==> src/rtl/ad_aes_sched.sv <==
// ad_aes_sched: paces light-sensor ADC conversions and packs 16 consecutive
// 8-bit samples into 128-bit plaintext blocks for the AES core.
//
// Flow: wait for a loaded key, collect a block, offer it over valid/ready,
// then wait for the AES core to finish before collecting the next block.
// Samples that arrive while a block is offered or being encrypted are dropped.
//
// Build option: define OVERRUN_CNT_EN to enable the sticky overrun flag and
// the drop_cnt output. Without it, overrun is tied low and drops are silent.
module ad_aes_sched #(
  parameter int unsigned SAMPLE_DIV      = 8,   // clocks per sample period, 4..255
  parameter int unsigned SAMPLES_PER_BLK = 16   // bytes per block
) (
  input  logic                         ADC_CLK_90,
  input  logic                         rst,
  input  logic                         locked,
  input  logic                         KEY_DONE,
  input  logic [7:0]                   ad_data,
  output logic                         ADC_EN_N,
  output logic [8*SAMPLES_PER_BLK-1:0] blk_data,
  output logic                         blk_valid,
  input  logic                         blk_ready,
  input  logic                         aes_done,
  output logic                         busy,
  output logic [15:0]                  blk_cnt,
  output logic                         overrun
`ifdef OVERRUN_CNT_EN
  ,
  output logic [15:0]                  drop_cnt
`endif
);

  localparam int unsigned IdxW = $clog2(SAMPLES_PER_BLK);
  localparam logic [IdxW-1:0] IdxLast = IdxW'(SAMPLES_PER_BLK - 1);
  localparam logic [7:0] DivLast = 8'(SAMPLE_DIV - 1);
  localparam logic [7:0] DivConv = 8'(SAMPLE_DIV - 2);

  typedef enum logic [1:0] {
    StIdle,
    StSample,
    StIssue,
    StWaitAes
  } state_e;

  state_e                         state_q, state_d;
  logic [7:0]                     div_cnt_q, div_cnt_d;
  logic [IdxW-1:0]                idx_q, idx_d;
  logic [8*SAMPLES_PER_BLK-1:0]   data_q, data_d;
  logic [15:0]                    cnt_q, cnt_d;
  logic                           key_ok_q, key_ok_d;

  logic div_run;
  logic capture;

  // Divider advances only while active and the clock wizard is locked.
  always_comb begin
    div_run = (state_q != StIdle) && locked;
    capture = div_run && (div_cnt_q == DivLast);
  end

  // Next-state logic for the sequencer, divider, packer and block counter.
  always_comb begin
    state_d   = state_q;
    div_cnt_d = div_cnt_q;
    idx_d     = idx_q;
    data_d    = data_q;
    cnt_d     = cnt_q;
    key_ok_d  = key_ok_q | (KEY_DONE & locked);

    if (div_run) begin
      div_cnt_d = (div_cnt_q == DivLast) ? 8'd0 : div_cnt_q + 8'd1;
    end

    unique case (state_q)
      StIdle: begin
        if (key_ok_q && locked) begin
          state_d = StSample;
          idx_d   = '0;
        end
      end
      StSample: begin
        if (capture) begin
          // First sample of a block lands in the least significant byte.
          data_d[{idx_q, 3'b000} +: 8] = ad_data;
          if (idx_q == IdxLast) begin
            state_d = StIssue;
            idx_d   = '0;
          end else begin
            idx_d = idx_q + 1'b1;
          end
        end
      end
      StIssue: begin
        if (blk_ready) begin
          state_d = StWaitAes;
          cnt_d   = cnt_q + 16'd1;
        end
      end
      StWaitAes: begin
        // Divider keeps its phase; the next capture becomes byte 0.
        if (aes_done) begin
          state_d = StSample;
          idx_d   = '0;
        end
      end
      default: state_d = StIdle;
    endcase
  end

  // Sequencer state; synchronous reset drops any partial block.
  always_ff @(posedge ADC_CLK_90) begin
    if (rst) begin
      state_q   <= StIdle;
      div_cnt_q <= '0;
      idx_q     <= '0;
      data_q    <= '0;
      cnt_q     <= '0;
      key_ok_q  <= 1'b0;
    end else begin
      state_q   <= state_d;
      div_cnt_q <= div_cnt_d;
      idx_q     <= idx_d;
      data_q    <= data_d;
      cnt_q     <= cnt_d;
      key_ok_q  <= key_ok_d;
    end
  end

`ifdef OVERRUN_CNT_EN
  logic        drop;
  logic        overrun_q;
  logic [15:0] drop_cnt_q;

  // A capture outside SAMPLE (including one coinciding with aes_done) is lost.
  always_comb begin
    drop = capture && ((state_q == StIssue) || (state_q == StWaitAes));
  end

  // Sticky overrun flag and saturating count of dropped samples.
  always_ff @(posedge ADC_CLK_90) begin
    if (rst) begin
      overrun_q  <= 1'b0;
      drop_cnt_q <= '0;
    end else if (drop) begin
      overrun_q <= 1'b1;
      if (drop_cnt_q != 16'hFFFF) begin
        drop_cnt_q <= drop_cnt_q + 16'd1;
      end
    end
  end

  assign overrun  = overrun_q;
  assign drop_cnt = drop_cnt_q;
`else
  assign overrun = 1'b0;
`endif

  // Conversion strobe one clock ahead of the capture edge; pauses with locked.
  assign ADC_EN_N  = div_run && (div_cnt_q == DivConv);
  assign blk_data  = data_q;
  assign blk_valid = (state_q == StIssue);
  assign busy      = (state_q != StIdle);
  assign blk_cnt   = cnt_q;

endmodule

==> config.mk <==
export PLATFORM = sky130hd
export DESIGN_NAME = ad_aes_sched
export DESIGN_NICKNAME = d
export VERILOG_FILES = /design/src/rtl/ad_aes_sched.sv
export SDC_FILE = /design/constraint.sdc
export NUM_CORES = 1
export LEC_CHECK = 0
export ABC_AREA = 1
export CAP_MARGIN = 10
export CORE_MARGIN = 1.5
export CORE_UTILIZATION = 30
export CTS_BUF_LIST = sky130_fd_sc_hd__clkbuf_16
export DETAILED_ROUTE_END_ITERATION = 10
export SLEW_MARGIN = 20
export SYNTH_ARGS = -nofsm -noshare
export SYNTH_HDL_FRONTEND = slang
export SYNTH_SLANG_ARGS = --single-unit
==> constraint.sdc <==
create_clock -name ADC_CLK_90 -period 3.9 [get_ports ADC_CLK_90]
set_clock_uncertainty 0.05 [all_clocks]
set_input_delay 0.39 -clock ADC_CLK_90 [delete_from_list [all_inputs] [get_ports ADC_CLK_90]]
set_output_delay 0.39 -clock ADC_CLK_90 [all_outputs]
set_load 0.03 [all_outputs]
Word level (Yosys, flattened, before mapping):

Cells that the tools add are included.

* $add $sub $neg: 4
* equality and inequality tests: 11
* shifts and indexed selects: 2
* muxes and demuxes: 13
* bitwise gates (word level): 2
* reduce and logical (&&, ||, !) cells: 11

Operators by type and width (count)
* $bwmux W128: 1
* $shift A8 B9 Y128 const A: 1
* $shiftx A8 B9 Y128: 1
* $add A16 B1 Y16 const B: 1
* $eq A8 B3 Y1 const B: 2
* $mux W4: 4
* $pmux W4 S3: 1
* $mux W2: 5
* $neg A7 Y9: 1
* $add A8 B1 Y8 const B: 1
* $mux W8: 1
* $ne A2 B2 Y1 const B: 4
* $pmux W2 S4: 1
* $reduce_and A5 Y1: 1
* $add A4 B1 Y4 const B: 1
* $eq A2 B2 Y1 const B: 2
* $eq A4 B4 Y1 const B: 1
* $logic_and A1 B1 Y1: 4
* $reduce_and A2 Y1: 2
* $reduce_and A4 Y1: 1
* $reduce_bool A3 Y1: 1
* $eq A2 B1 Y1 const B: 1
* $logic_not A2 Y1: 1
* $ne A2 B1 Y1 const B: 1
* 3 further kinds: 3

* register bits: 159
* input bits: 14
* output and inout bits: 148
* word-level logic and storage cells: 49

Depth between registers and ports, before layout:

* depth in word-level cells: 5
* gate-level depth with buffers: 14
* depth with buffers taken out: 12

Least setup slack after synthesis:

No wires, ideal clock.

* kind: register to output
* start point: register state_q[0]
* end point: output port ADC_EN_N
* arrival time: 2061 ps
* required time: 3460 ps
* path slack: 1399 ps
* stages on the path, launching flop included: 6
* buffers on the path: 0
* cells stage by stage: dfxtp_1 -> inv_1 -> ha_1 -> nor2_4 -> inv_1 -> nor4b_1

* longest elaborated chain between the ends: 3

Ends and longest elaborated chain
* start, declared: line 45 `state_e state_q, state_d;`
* start signal, assigned: line 113 `state_q <= StIdle;`
* start signal, assigned: line 120 `state_q <= state_d;`
* $reduce_bool A2 Y1: line 57 `div_run = (state_q != StIdle) && locked;`
* $logic_and A1 B1 Y1: line 57
* $logic_and A1 B1 Y1: line 159 `assign ADC_EN_N = div_run && (div_cnt_q == DivConv);`
* end, declared: line 19 `output logic ADC_EN_N,`

Every way passes these cells.

Worst setup path in the final report:

Ends and elaborated chain as after synthesis.

==> metrics.csv <==
metric;value;unit
die-area;0.0257;mm²
path_cells;inv_1 > ha_1 > nor2_4 > inv_1 > nor4b_1 > clkdlybuf4s50_1;
portBuffers;160;
cts_sinks;159;
tns;0;ns
drc;0;
required;3.46;ns
synthCells;1071;
cts_buffer_depth;2;
synth_top_area_cell;dfxtp_1;
clkSlewWorstSetupHoldPaths;0.07;ns
met2RoutedLength;9.87;mm
power_density;450;mW/mm²
cp-end-kind;output port;
yosysSeqAreaShare;42.8;%
finalCritPeriodShare;79.2;%
slew_headroom;54.8;%
fin_crit;3.09;ns
cp_common_cell;inv_1;
r2r_slack;1.05;ns
path_class;flop to output port;
synth_adder_area_share;2.19;%
hold_end;blk_cnt[15];
hold_viol_final;0;
final_antenna_net_count;0;
synthMuxAreaShare;0;%
crit_arrival;2.65;ns
avgRoutedWirePerCell;14.2;µm
critPathMaxStageDelay;0.73;ns
final_cell_mix;nand2_1, nor2_1, dfxtp_1, clkdlybuf4s50_1, a21oi_1;
ctsHtreeMaxLevel;4;
mostFrequentLayoutCell;nand2_1;
place_congestion;0.829;
clock_latency;0.42;ns
ys_types;34;
cts_tree;done;
dp_hpwl;15.8;mm
cp_max_fo;8;
ys_seq_elements;159;
area_delta_synth_final;32.2;%
synthXorXnorAreaFrac;0.707;%
cts_resized;0;
drive_gt1_share;6.96;%
nFillCells;2557;
grt_antenna_before_repair;0;
row_count;57;
synth_top_cell_area_share;42.8;%
avgViaCountPerCell;4.59;
hold_class;input pin to flop;
min_path_cells;4;
r2r_end;blk_data[69];
async_reset_ff_share;0;%
outcome;complete, no violations;
ys_top_cells_by_area;dfxtp_1, nand2_1, nor2_1;
cp-start-kind;flop;
pin_count;162;
synth_ff_type;dfxtp_1;
highest_layer;met4;
tightest_slew;0.675;ns
power;4420;µW
pre_cts_ws;1.05;ns
syn_area;0.00743;mm²
initial_core_util;30.5;%
leakage;0.00359;µW
dr_wl_met3;1.73;mm
grt_usage;17.4;%
reg2reg_from;idx_q[1];
ys.warnings.count;0;
synth_compound_gate_area_share;9.72;%
fin_ws;0.812;ns
timing.fmax;324;MHz
postCtsSetupBuffers;0;
vias;7094;
routedLengthMet1;10.1;mm
ir_drop;0.000293;V
drt-initial-drc-count;336;
grt_setup_unrepaired;no;
core_area;0.0243;mm²
dieHeight;160;µm
crit_buf_inv;3;
grt_pass1_wl;35.3;mm
reg2reg_depth;10;
maxSlewViolCount;0;
slowest_stage;clkdlybuf4s50_1;
maxCapViolations;0;
drt-pass1-iter-count;5;
hold_buffers;0;
hold_start;rst;
grt_pass1_vias;6572;
yosys.area_share.simple;37.2;%
setup_viol;0;
synth_edf_count;0;
diodes;0;
cp_top_family;buffers and inverters;
numCtsBuffers;17;
syn-num-nets;1098;
die_w;160;µm
clockRootBuffer;clkbuf_16;
routed_wl;22.0;mm
avgSynthCellArea;6.94;µm²
gr-total-overflow;0;
synth_top_family_by_area;simple AND/OR/NAND/NOR gates;
nets;1235;
grt_max_degree;87;
==> synthesized netlist by cell type, types with 3 or more instances <==
| library cell | n |
|---|---|
| a21oi_1 | 91 |
| buf_2 | 12 |
| buf_4 | 7 |
| buf_6 | 5 |
| clkbuf_1 | 24 |
| dfxtp_1 | 159 |
| ha_1 | 13 |
| inv_1 | 63 |
| inv_2 | 7 |
| nand2_1 | 246 |
| nand3_1 | 39 |
| nand3_2 | 7 |
| nand3_4 | 3 |
| nand4_1 | 26 |
| nor2_1 | 238 |
| nor2_2 | 9 |
| nor2_4 | 8 |
| nor3_1 | 22 |
| nor4_1 | 16 |
| o21ai_0 | 52 |
| xor2_1 | 4 |
==> report_power, final <==
part           switching, µW  internal [µW]
Sequential              30.1           1650
Clock                    698            937
Combinational            849            259
==> flip-flops by register name (all words and copies together) (netlist names) <==
name and cells:
div_cnt_q 8, idx_q 4, state_q 2, blk_data 128
key_ok_q 1, blk_cnt 16
==> layer usage <==
| layer | vias to the layer above | track usage (%) |
|---|---|---|
| met1 | 3133 | 22.6 |
| met2 | 213 | 27.7 |
| met4 | 0 | 5.18 |
| met5 | - | 0 |
| met3 | 18 | 5.42 |
| li1 | 3730 | - |
==> final cells by class <==
class	instances	area, µm²	share of cell area, %
multi-input combinational	790	3710	37.8
clock buffer	17	425	4.33
timing repair buffer	168	1680	17.1
sequential	159	3180	32.4
clock inverter	15	146	1.49
inverter	72	272	2.76
tap	324	405	4.13
==> worst register-to-register path, stage by stage, from the launching register on <==
cell and delay (ns):
dfxtp_1 0.45, inv_1 0.13, ha_1 0.23, inv_1 0.06, nand2_1 0.07, nand2_4 0.37
inv_2 0.32, nor2_2 0.37, nand3_2 0.34, o21ai_0 0.30, nor2_1 0.06
==> stage by stage <==
step	area (µm²)	cells	hold WS, ns	util [%]
after floorplan	7430	1071	0.387	-
after global placement	9250	1513	0.400	38.0
after detailed placement	9250	1513	0.404	38.0
after CTS	9820	1545	0.280	40.4
after global routing	9820	1545	0.301	40.4
final	9820	1545	0.296	40.4
==> worst max path at each step <==
stage,start,to,cells past startpoint
6_report,state_q[0],ADC_EN_N,6
5_1_grt,state_q[0],ADC_EN_N,6
4_1_cts,state_q[0],ADC_EN_N,6
3_5_place_dp,idx_q[1],blk_data[69],10
3_3_place_gp,locked,blk_data[62],9
2_1_floorplan,state_q[0],ADC_EN_N,5
==> kinds of logic after synthesis <==
kind of cell,Yosys count
fa+ha+maj,13
other cells,1
buf+inv,122
flops,159
compound gates,144
simple gates,626
xor+xnor,6
Power figures use the tool's default switching activity.
